===== src/rtl/rename_map_table_pkg.sv =====
// Shared rename definitions: register counts and widths, recovery FSM encoding, table write payload.
package rename_map_table_pkg;

   localparam int unsigned NUM_AR = 32;
   localparam int unsigned NUM_PR = 64;
   localparam int unsigned AR_W   = 5;
   localparam int unsigned PR_W   = 6;

   typedef enum logic [1:0] {
      RUN   = 2'd0,
      WALK  = 2'd1,
      DRAIN = 2'd2
   } rec_state_e;

   typedef struct packed {
      logic [AR_W-1:0] ar;
      logic [PR_W-1:0] pr;
   } map_wr_t;

endpackage


===== src/rtl/rename_ready_table.sv =====
// Per-PR ready bits: cleared on allocation, set on CDB writeback, reads bypass a same-cycle CDB hit.
module rename_ready_table
   import rename_map_table_pkg::*;
(
   input  logic            clk,
   input  logic            rst,
   input  logic            alloc_en,
   input  logic [PR_W-1:0] alloc_PR,
   input  logic            cdb_valid,
   input  logic [PR_W-1:0] cdb_PR,
   input  logic [PR_W-1:0] rd_a_PR,
   input  logic [PR_W-1:0] rd_b_PR,
   output logic            rd_a_ready,
   output logic            rd_b_ready
);

   logic [NUM_PR-1:0] ready_q;

   // Allocation clear is applied last so it wins over a same-PR writeback.
   always_ff @(posedge clk or posedge rst) begin
      if (rst) begin
         ready_q <= '1;
      end else begin
         if (cdb_valid) ready_q[cdb_PR] <= 1'b1;
         if (alloc_en)  ready_q[alloc_PR] <= 1'b0;
      end
   end

   assign rd_a_ready = ready_q[rd_a_PR] | (cdb_valid & (cdb_PR == rd_a_PR));
   assign rd_b_ready = ready_q[rd_b_PR] | (cdb_valid & (cdb_PR == rd_b_PR));

endmodule


===== src/rtl/rename_map_table.sv =====
// AR->PR register alias table with youngest-first branch-recovery restore.
// Optional per-PR ready bits with CDB bypass when RENAME_READY_BIT_EN is defined.
module rename_map_table
   import rename_map_table_pkg::*;
(
   input  logic            clk,
   input  logic            rst,
   input  logic [AR_W-1:0] rs,
   input  logic [AR_W-1:0] rt,
   input  logic [AR_W-1:0] rd,
   input  logic            RegDest,
   input  logic            hazard_stall,
   input  logic [PR_W-1:0] PR_new,
   input  logic            empty,
   input  logic            recover,
   input  logic [AR_W-1:0] rd_flush,
   input  logic [PR_W-1:0] PR_old_flush,
   input  logic            RegDest_ROB,
   input  logic            cdb_valid,
   input  logic [PR_W-1:0] cdb_PR,
   output logic [PR_W-1:0] PR_rs,
   output logic [PR_W-1:0] PR_rt,
   output logic [PR_W-1:0] PR_old,
   output logic [PR_W-1:0] PR_rd,
   output logic            rename_en,
   output logic            rename_stall,
   output logic            rs_ready,
   output logic            rt_ready
);

   logic [PR_W-1:0] map_q [NUM_AR];
   rec_state_e      state_q;
   rec_state_e      state_d;
   logic            wr_en;
   map_wr_t         wr;

   // Recovery FSM next state, rename/restore write selection and stall.
   always_comb begin
      state_d      = state_q;
      rename_en    = 1'b0;
      rename_stall = 1'b0;
      wr_en        = 1'b0;
      wr           = '0;

      case (state_q)
         RUN:     if (recover)  state_d = WALK;
         WALK:    if (!recover) state_d = DRAIN;
         DRAIN:   state_d = RUN;
         default: state_d = RUN;
      endcase

      rename_en    = RegDest & ~empty & ~hazard_stall & (state_q == RUN) & ~recover;
      rename_stall = (RegDest & empty) | (state_q != RUN);

      // Restore writes start with the first recover cycle and outrank renames.
      if (recover & RegDest_ROB & ~hazard_stall) begin
         wr_en = 1'b1;
         wr    = '{ar: rd_flush, pr: PR_old_flush};
      end else if (rename_en) begin
         wr_en = 1'b1;
         wr    = '{ar: rd, pr: PR_new};
      end
   end

   always_ff @(posedge clk or posedge rst) begin
      if (rst) begin
         state_q <= RUN;
         for (int i = 0; i < int'(NUM_AR); i++) map_q[i] <= PR_W'(i);
      end else begin
         state_q <= state_d;
         if (wr_en) map_q[wr.ar] <= wr.pr;
      end
   end

   // Lookups see the table before this cycle's write.
   assign PR_rs  = map_q[rs];
   assign PR_rt  = map_q[rt];
   assign PR_old = map_q[rd];
   assign PR_rd  = PR_new;

`ifdef RENAME_READY_BIT_EN
   rename_ready_table u_ready (
      .clk        (clk),
      .rst        (rst),
      .alloc_en   (rename_en),
      .alloc_PR   (PR_new),
      .cdb_valid  (cdb_valid),
      .cdb_PR     (cdb_PR),
      .rd_a_PR    (PR_rs),
      .rd_b_PR    (PR_rt),
      .rd_a_ready (rs_ready),
      .rd_b_ready (rt_ready)
   );
`else
   logic unused_cdb;
   assign unused_cdb = &{1'b0, cdb_valid, cdb_PR};
   assign rs_ready   = 1'b1;
   assign rt_ready   = 1'b1;
`endif

endmodule


===== config.mk =====
export PLATFORM = sky130hd
export DESIGN_NAME = rename_map_table
export DESIGN_NICKNAME = d
export VERILOG_FILES = /design/src/rtl/rename_map_table_pkg.sv /design/src/rtl/rename_ready_table.sv /design/src/rtl/rename_map_table.sv
export SDC_FILE = /design/constraint.sdc
export NUM_CORES = 1
export LEC_CHECK = 0
export ABC_AREA = 1
export CORE_AREA = 10 10 161 163
export DETAILED_ROUTE_END_ITERATION = 10
export DIE_AREA = 0 0 171 173
export PLACE_DENSITY_LB_ADDON = 0.15
export SLEW_MARGIN = 10
export SYNTH_ARGS = -nofsm -noshare
export SYNTH_HDL_FRONTEND = slang
export SYNTH_SLANG_ARGS = --single-unit

===== constraint.sdc =====
create_clock -name clk -period 6.85 [get_ports clk]
set_input_delay 1.0275 -clock clk [delete_from_list [all_inputs] [get_ports clk]]
set_output_delay 1.0275 -clock clk [all_outputs]
set_load 0.05 [all_outputs]

==> flow_metrics.py, run 1 <==
metrics = {
    "global_route": {
        "grt_pass1_wl_um": 81700,
        "grtUsageTotal_pct": 35.0,
        "antenna_found_initial": 0,
        "grt-ovfl-total": 0,
        "grt_pass1_vias": 14400,
        "grt_max_degree": 126,
    },
    "routing": {
        "wl_per_cell_um": 20.8,
        "drtAntennaViolNets": 0,
        "wirelength_um": 52300,
        "via_per_inst": 6.31,
        "drt_iter0_markers": 3185,
        "dr.pass1.iters": 8,
        "route.detailed.drc": 0,
        "vias": 15800,
    },
    "sta": {
        "skew_ns": 0.00965,
        "tns_ns": 0,
        "rsz0062_at_grt": "no",
        "finalHoldViolations": 0,
        "finalSetupViolCount": 0,
        "fmaxAchievable_ghz": 0.197,
        "tightestPinTransition_ns": 1.23,
        "layout_min_cycle_time_ns": 5.07,
        "post-route-period-util_pct": 74.0,
        "slew_viol_final": 0,
        "relSlewSlack_pct": 18.3,
    },
    "floorplanning": {
        "die_x_um": 171,
        "initial_core_util_pct": 61.4,
        "die_area_um2": 29600,
        "die_h_um": 173,
        "io_pins": 74,
        "core_area_um2": 22600,
        "rows": 55,
    },
    "critical_path": {
        "worstSetupStartpoint": "rt[2]",
        "cp_slowest_cell": "inv_1",
        "crit_type": "in -> out",
        "end_kind": "primary output",
        "start_kind": "input port",
        "cpPeakStageDelay_ns": 0.88,
        "r2r-start": "state_q[1]$_DFFE_PP0P_",
        "critPathMaxFanout": 24,
        "required_ns": 5.82,
        "crit_chain": "clkdlybuf4s50_1 -> inv_1 -> nand3_1 -> nand2_1 -> nand2_1 -> nand3_1 -> o21a_1 -> clkdlybuf4s50_1",
        "ff2ff_setup_slack_ns": 3.45,
        "crit_arrival_ns": 4.04,
    },
    "outcome": {
        "status": "completed",
    },
    "clocking": {
        "htreeDepth": 4,
        "cts_tree": "done",
        "post_cts_resized": 0,
        "postCtsSetupBuffers": 0,
        "clock-sinks": 194,
        "clock_path_buffers": 2,
        "cts-root-buf": "clkbuf_16",
        "clk_pin_slew_worst_paths_ns": 0.07,
        "numCtsBuffers": 17,
        "hold_buffers": 0,
        "clk_latency_ns": 0.45,
    },
    "synthesis": {
        "synth_edf_count": 0,
        "synthCells": 2268,
        "syn_area_um2": 13900,
        "synthTopCellsByCount": "nand2_1, nand3_1, dfrtp_1, clkbuf_1, dfstp_2",
        "synth_flop_cell": "dfrtp_1",
        "synth.most_common_cell": "nand2_1",
        "ys_seq_elements": 194,
        "synth_top_cell_by_area": "nand2_1",
        "yosysWarnings": 0,
        "async_flop_share_pct": 100,
        "synth_top_area_share_pct": 32.7,
        "ys_seq_area_share_pct": 35.7,
        "ys_types": 25,
        "postSynthAreaPerCell_um2": 6.11,
        "synth_area_leaders": "nand2_1, dfrtp_1, nand3_1",
    },
    "hold_path": {
        "worstHoldStart": "state_q[1]$_DFFE_PP0P_",
        "holdCritPathClass": "reg -> reg",
    },
    "layout": {
        "syn2layout_area_growth_pct": 7.79,
        "drive_gt1_share_pct": 8.67,
        "nets": 2260,
        "stdcell_count": 2512,
        "n_antenna_cell": 0,
    },
    "power_and_ir_drop": {
        "p_total_w": 0.00279,
        "power.density_cell_area_nw_per_um2": 187,
        "peakVddDrop_v": 0.000133,
        "p_leak_nw": 6.94,
    },
    "placed_design": {
        "place_inst": 2480,
        "port_buffers": 64,
        "place.gp.congestion": 1.02,
        "dp_hpwl_um": 32400,
    },
    "job": {
        "cap_violations": 0,
    },
}
-- metal layers --
layer | global-route usage (%) | vias up | share of wire, %
met4 | 15.4 | 0 | 4.6
met2 | 49.7 | 1255 | 42
met3 | 11.4 | 231 | 16
met5 | 0 | - | 0
li1 | - | 7193 | -
met1 | 47.5 | 7169 | 38
-- power breakdown --
group          switching [W]  internal, W
Sequential         0.0000411      0.00119
Combinational       0.000404     0.000149
Clock               0.000524     0.000484
-- sequential cells by signal (all words and copies together), names as in the netlist --
register,count
state_q,2
map_q,192
-- layout make-up --
cell class | count | area [um^2]
Tap cell | 285 | 357
Fill cell | 2045 | 7630
Sequential cell | 194 | 4950
Clock inverter | 15 | 145
Clock buffer | 17 | 425
Inverter | 27 | 109
Timing Repair Buffer | 95 | 876
Multi-Input combinational cell | 1879 | 8070
-- per-stage QoR --
stage	worst slack, ns	utilization [%]	cell area, um^2	hold WS (ns)
after global placement	1.99	63.7	14400	0.455
after CTS	1.96	66.2	14900	0.473
after global routing	1.78	66.2	14900	0.493
after floorplan	0.671	-	13900	0.442
final	1.78	66.2	14900	0.472
after detailed placement	1.97	63.7	14400	0.463
-- worst paths after layout --
check                                              end  depth (start not counted)
worst min register to register  state_q[0]$_DFFE_PP0P_                          1
max in group asynchronous       map_q[186]$_DFFE_PP0P_                          3
worst max register to register   map_q[26]$_DFFE_PP0P_                          8
worst min-delay path            state_q[0]$_DFFE_PP0P_                          1
min in group asynchronous        map_q[23]$_DFFE_PP0P_                          2
worst max-delay path                          PR_rt[0]                          8
-- worst max-delay path: cells and delay by family --
kind | cells | cell delay, ns
compound gates | 1 | 0.20
buf+inv | 3 | 2.20
simple gates | 4 | 0.61
-- placed cells by master, fill, tap and decap left out, types with 2 or more instances in the layout --
master,n
nor2_1,21
o21ai_2,3
a21oi_1,18
clkdlybuf4s50_1,58
nor2_4,7
inv_2,8
buf_4,32
nand3_1,551
nand3_4,3
inv_6,4
dfstp_2,80
nand2_2,13
clkinv_4,3
nor2_2,8
clkinv_8,2
inv_1,17
dfrtp_1,114
o21ai_0,2
nand2_1,1207
clkbuf_16,17
conb_1,2
o21a_1,18
inv_8,4
clkinv_2,2
buf_12,2
nand4_1,24
buf_2,3
-- logic make-up (layout without fill, tap and decap cells) --
| group | after synthesis | after routing | synth area share [%] |
|---|---|---|---|
| simple gates | 1835 | 1835 | 56.0 |
| buf+inv | 196 | 154 | 6.21 |
| compound gates | 42 | 42 | 2.00 |
| flops | 194 | 194 | 35.7 |
| other cells | 1 | 2 | 0.0271 |
Power figures use the tool's default switching activity.
==> run 2, diff against run 1 <==
- CORE_AREA: 10 10 161 163 -> 10 10 169 171
- DIE_AREA: 0 0 171 173 -> 0 0 179 181
- clock period: 6.85 -> 4.5 ns (I/O delays scaled with it)
==> flow_metrics.py, run 2 (synthesis gave the netlist of run 1 again) <==
metrics = {
    "global_route": {
        "grt_pass1_wl_um": 85300,
        "grt_max_degree": 103,
        "antenna_found_initial": 0,
        "grt_pass1_vias": 15000,
        "grt-ovfl-total": 0,
        "grtUsageTotal_pct": 33.8,
    },
    "critical_path": {
        "end_kind": "primary output",
        "critPathMaxFanout": 96,
        "required_ns": 3.83,
        "crit_type": "in -> out",
        "crit_arrival_ns": 3.19,
        "start_kind": "input port",
    },
    "sta": {
        "timing.final.ws_setup_ns": 0.631,
        "finalHoldViolations": 0,
        "relSlewSlack_pct": 20.0,
        "fmaxAchievable_ghz": 0.258,
        "tns_ns": 0,
        "slew_viol_final": 0,
        "layout_min_cycle_time_ns": 3.87,
        "rsz0062_at_grt": "no",
        "post-route-period-util_pct": 86.0,
        "tightestPinTransition_ns": 1.20,
        "finalSetupViolCount": 0,
        "skew_ns": 0.0176,
    },
    "floorplanning": {
        "die_x_um": 179,
        "die_h_um": 181,
        "die_area_um2": 32400,
        "core_area_um2": 25000,
        "rows": 58,
        "io_pins": 74,
        "initial_core_util_pct": 55.4,
    },
    "layout": {
        "layout_common_cells": "nand2_1, nand3_1, dfrtp_1, dfstp_2, buf_4",
        "n_antenna_cell": 0,
        "largest_reg_flops": 192,
        "top_register": "map_q",
        "stdcell_area_um2": 15400,
        "final_core_util_pct": 61.6,
        "drive_gt1_share_pct": 10.2,
        "nets": 2279,
        "syn2layout_area_growth_pct": 11.3,
        "reg_top3": "map_q x192, state_q x2",
        "mostFrequentLayoutCell": "nand2_1",
        "fillers": 2466,
    },
    "routing": {
        "dr.pass1.iters": 9,
        "via_per_inst": 6.23,
        "drt_iter0_markers": 3074,
        "vias": 16000,
        "wl_per_cell_um": 21.4,
        "drtAntennaViolNets": 0,
        "route.detailed.drc": 0,
        "wirelength_um": 55000,
    },
    "power_and_ir_drop": {
        "p_int_w": 0.00284,
        "p_leak_nw": 7.15,
        "seqPwrFrac_pct": 42.6,
        "switching_power_w": 0.00156,
        "peakVddDrop_v": 0.000174,
        "p_sw_share_pct": 35.4,
        "pwr-share-clk_pct": 36.6,
        "power.density_cell_area_nw_per_um2": 285,
        "p_comb_share_pct": 20.7,
        "p_total_w": 0.00440,
    },
    "placed_design": {
        "port_buffers": 64,
        "dp_hpwl_um": 34000,
        "place_area_um2": 14800,
        "place.gp.congestion": 0.968,
        "pre_cts_slack_ns": 0.813,
    },
    "clocking": {
        "htreeDepth": 4,
        "clock-sinks": 194,
        "cts_tree": "done",
        "post_cts_resized": 0,
        "cts-root-buf": "clkbuf_16",
        "clk_latency_ns": 0.46,
        "numCtsBuffers": 17,
        "clk_pin_slew_worst_paths_ns": 0.09,
        "postCtsSetupBuffers": 0,
        "clock_path_buffers": 2,
        "hold_buffers": 0,
    },
    "outcome": {
        "status": "completed",
    },
    "job": {
        "cap_violations": 0,
    },
    "hold_path": {
        "holdCritPathClass": "reg -> reg",
    },
}
-- run 2: power by group through the flow --
stage	Sequential, W	Combinational (W)	Clock (W)
final	0.00188	0.000912	0.00161
after global routing	0.00188	0.000962	0.00169
after CTS	0.00187	0.000880	0.00161
after detailed placement	0.00190	0.000878	0
after global placement	0.00190	0.000868	0
after floorplan	0.00188	0.000543	0
-- run 2: worst max-delay path: stages --
cell	delay (ns)
buf_4	0.28
inv_2	0.09
buf_4	0.90
nand2_1	0.18
nand3_1	0.15
nand3_1	0.12
nand2_1	0.17
nand2_1	0.07
nand3_1	0.16
o21a_1	0.21
buf_12	0.15
-- run 2: worst paths after layout --
check | startpoint | slack, ns | cells after the start | endpoint
max reg2reg | state_q[1]$_DFFE_PP0P_ | 1.56 | 9 | map_q[171]$_DFFE_PP0P_
max | rt[0] | 0.63 | 11 | PR_rt[1]
min reg2reg | state_q[1]$_DFFE_PP0P_ | 0.48 | 1 | state_q[0]$_DFFE_PP0P_
min in group asynchronous | rst | 0.70 | 3 | map_q[109]$_DFFE_PP0P_
max in group asynchronous | rst | 3.25 | 3 | map_q[187]$_DFFE_PP0P_
min | state_q[1]$_DFFE_PP0P_ | 0.48 | 1 | state_q[0]$_DFFE_PP0P_
-- run 2: per-stage QoR --
| step | instances | hold slack [ns] |
|---|---|---|
| after CTS | 2576 | 0.479 |
| final | 2576 | 0.476 |
| after global routing | 2576 | 0.494 |
| after floorplan | 2269 | 0.442 |
| after detailed placement | 2544 | 0.466 |
| after global placement | 2544 | 0.456 |
-- run 2: final cells by class --
| class | instances | area, um^2 | area share, % |
|---|---|---|---|
| timing repair buffer | 114 | 1290 | 8.34 |
| multi-input combinational | 1879 | 8070 | 52.3 |
| clock inverter | 15 | 180 | 1.17 |
| sequential | 194 | 4950 | 32.1 |
| inverter | 27 | 105 | 0.681 |
| tap | 330 | 413 | 2.68 |
| clock buffer | 17 | 425 | 2.76 |
-- run 2: layer usage --
layer / vias up / wire (um) / global-route usage (%) / share of wire, %
met2: 1268 / 23100 / 47.7 / 42
met5: - / 0 / 0 / 0
met1: 7267 / 20800 / 45.5 / 38
met4: 0 / 3110 / 17.1 / 5.7
met3: 268 / 8030 / 10.1 / 15
li1: 7234 / - / - / -
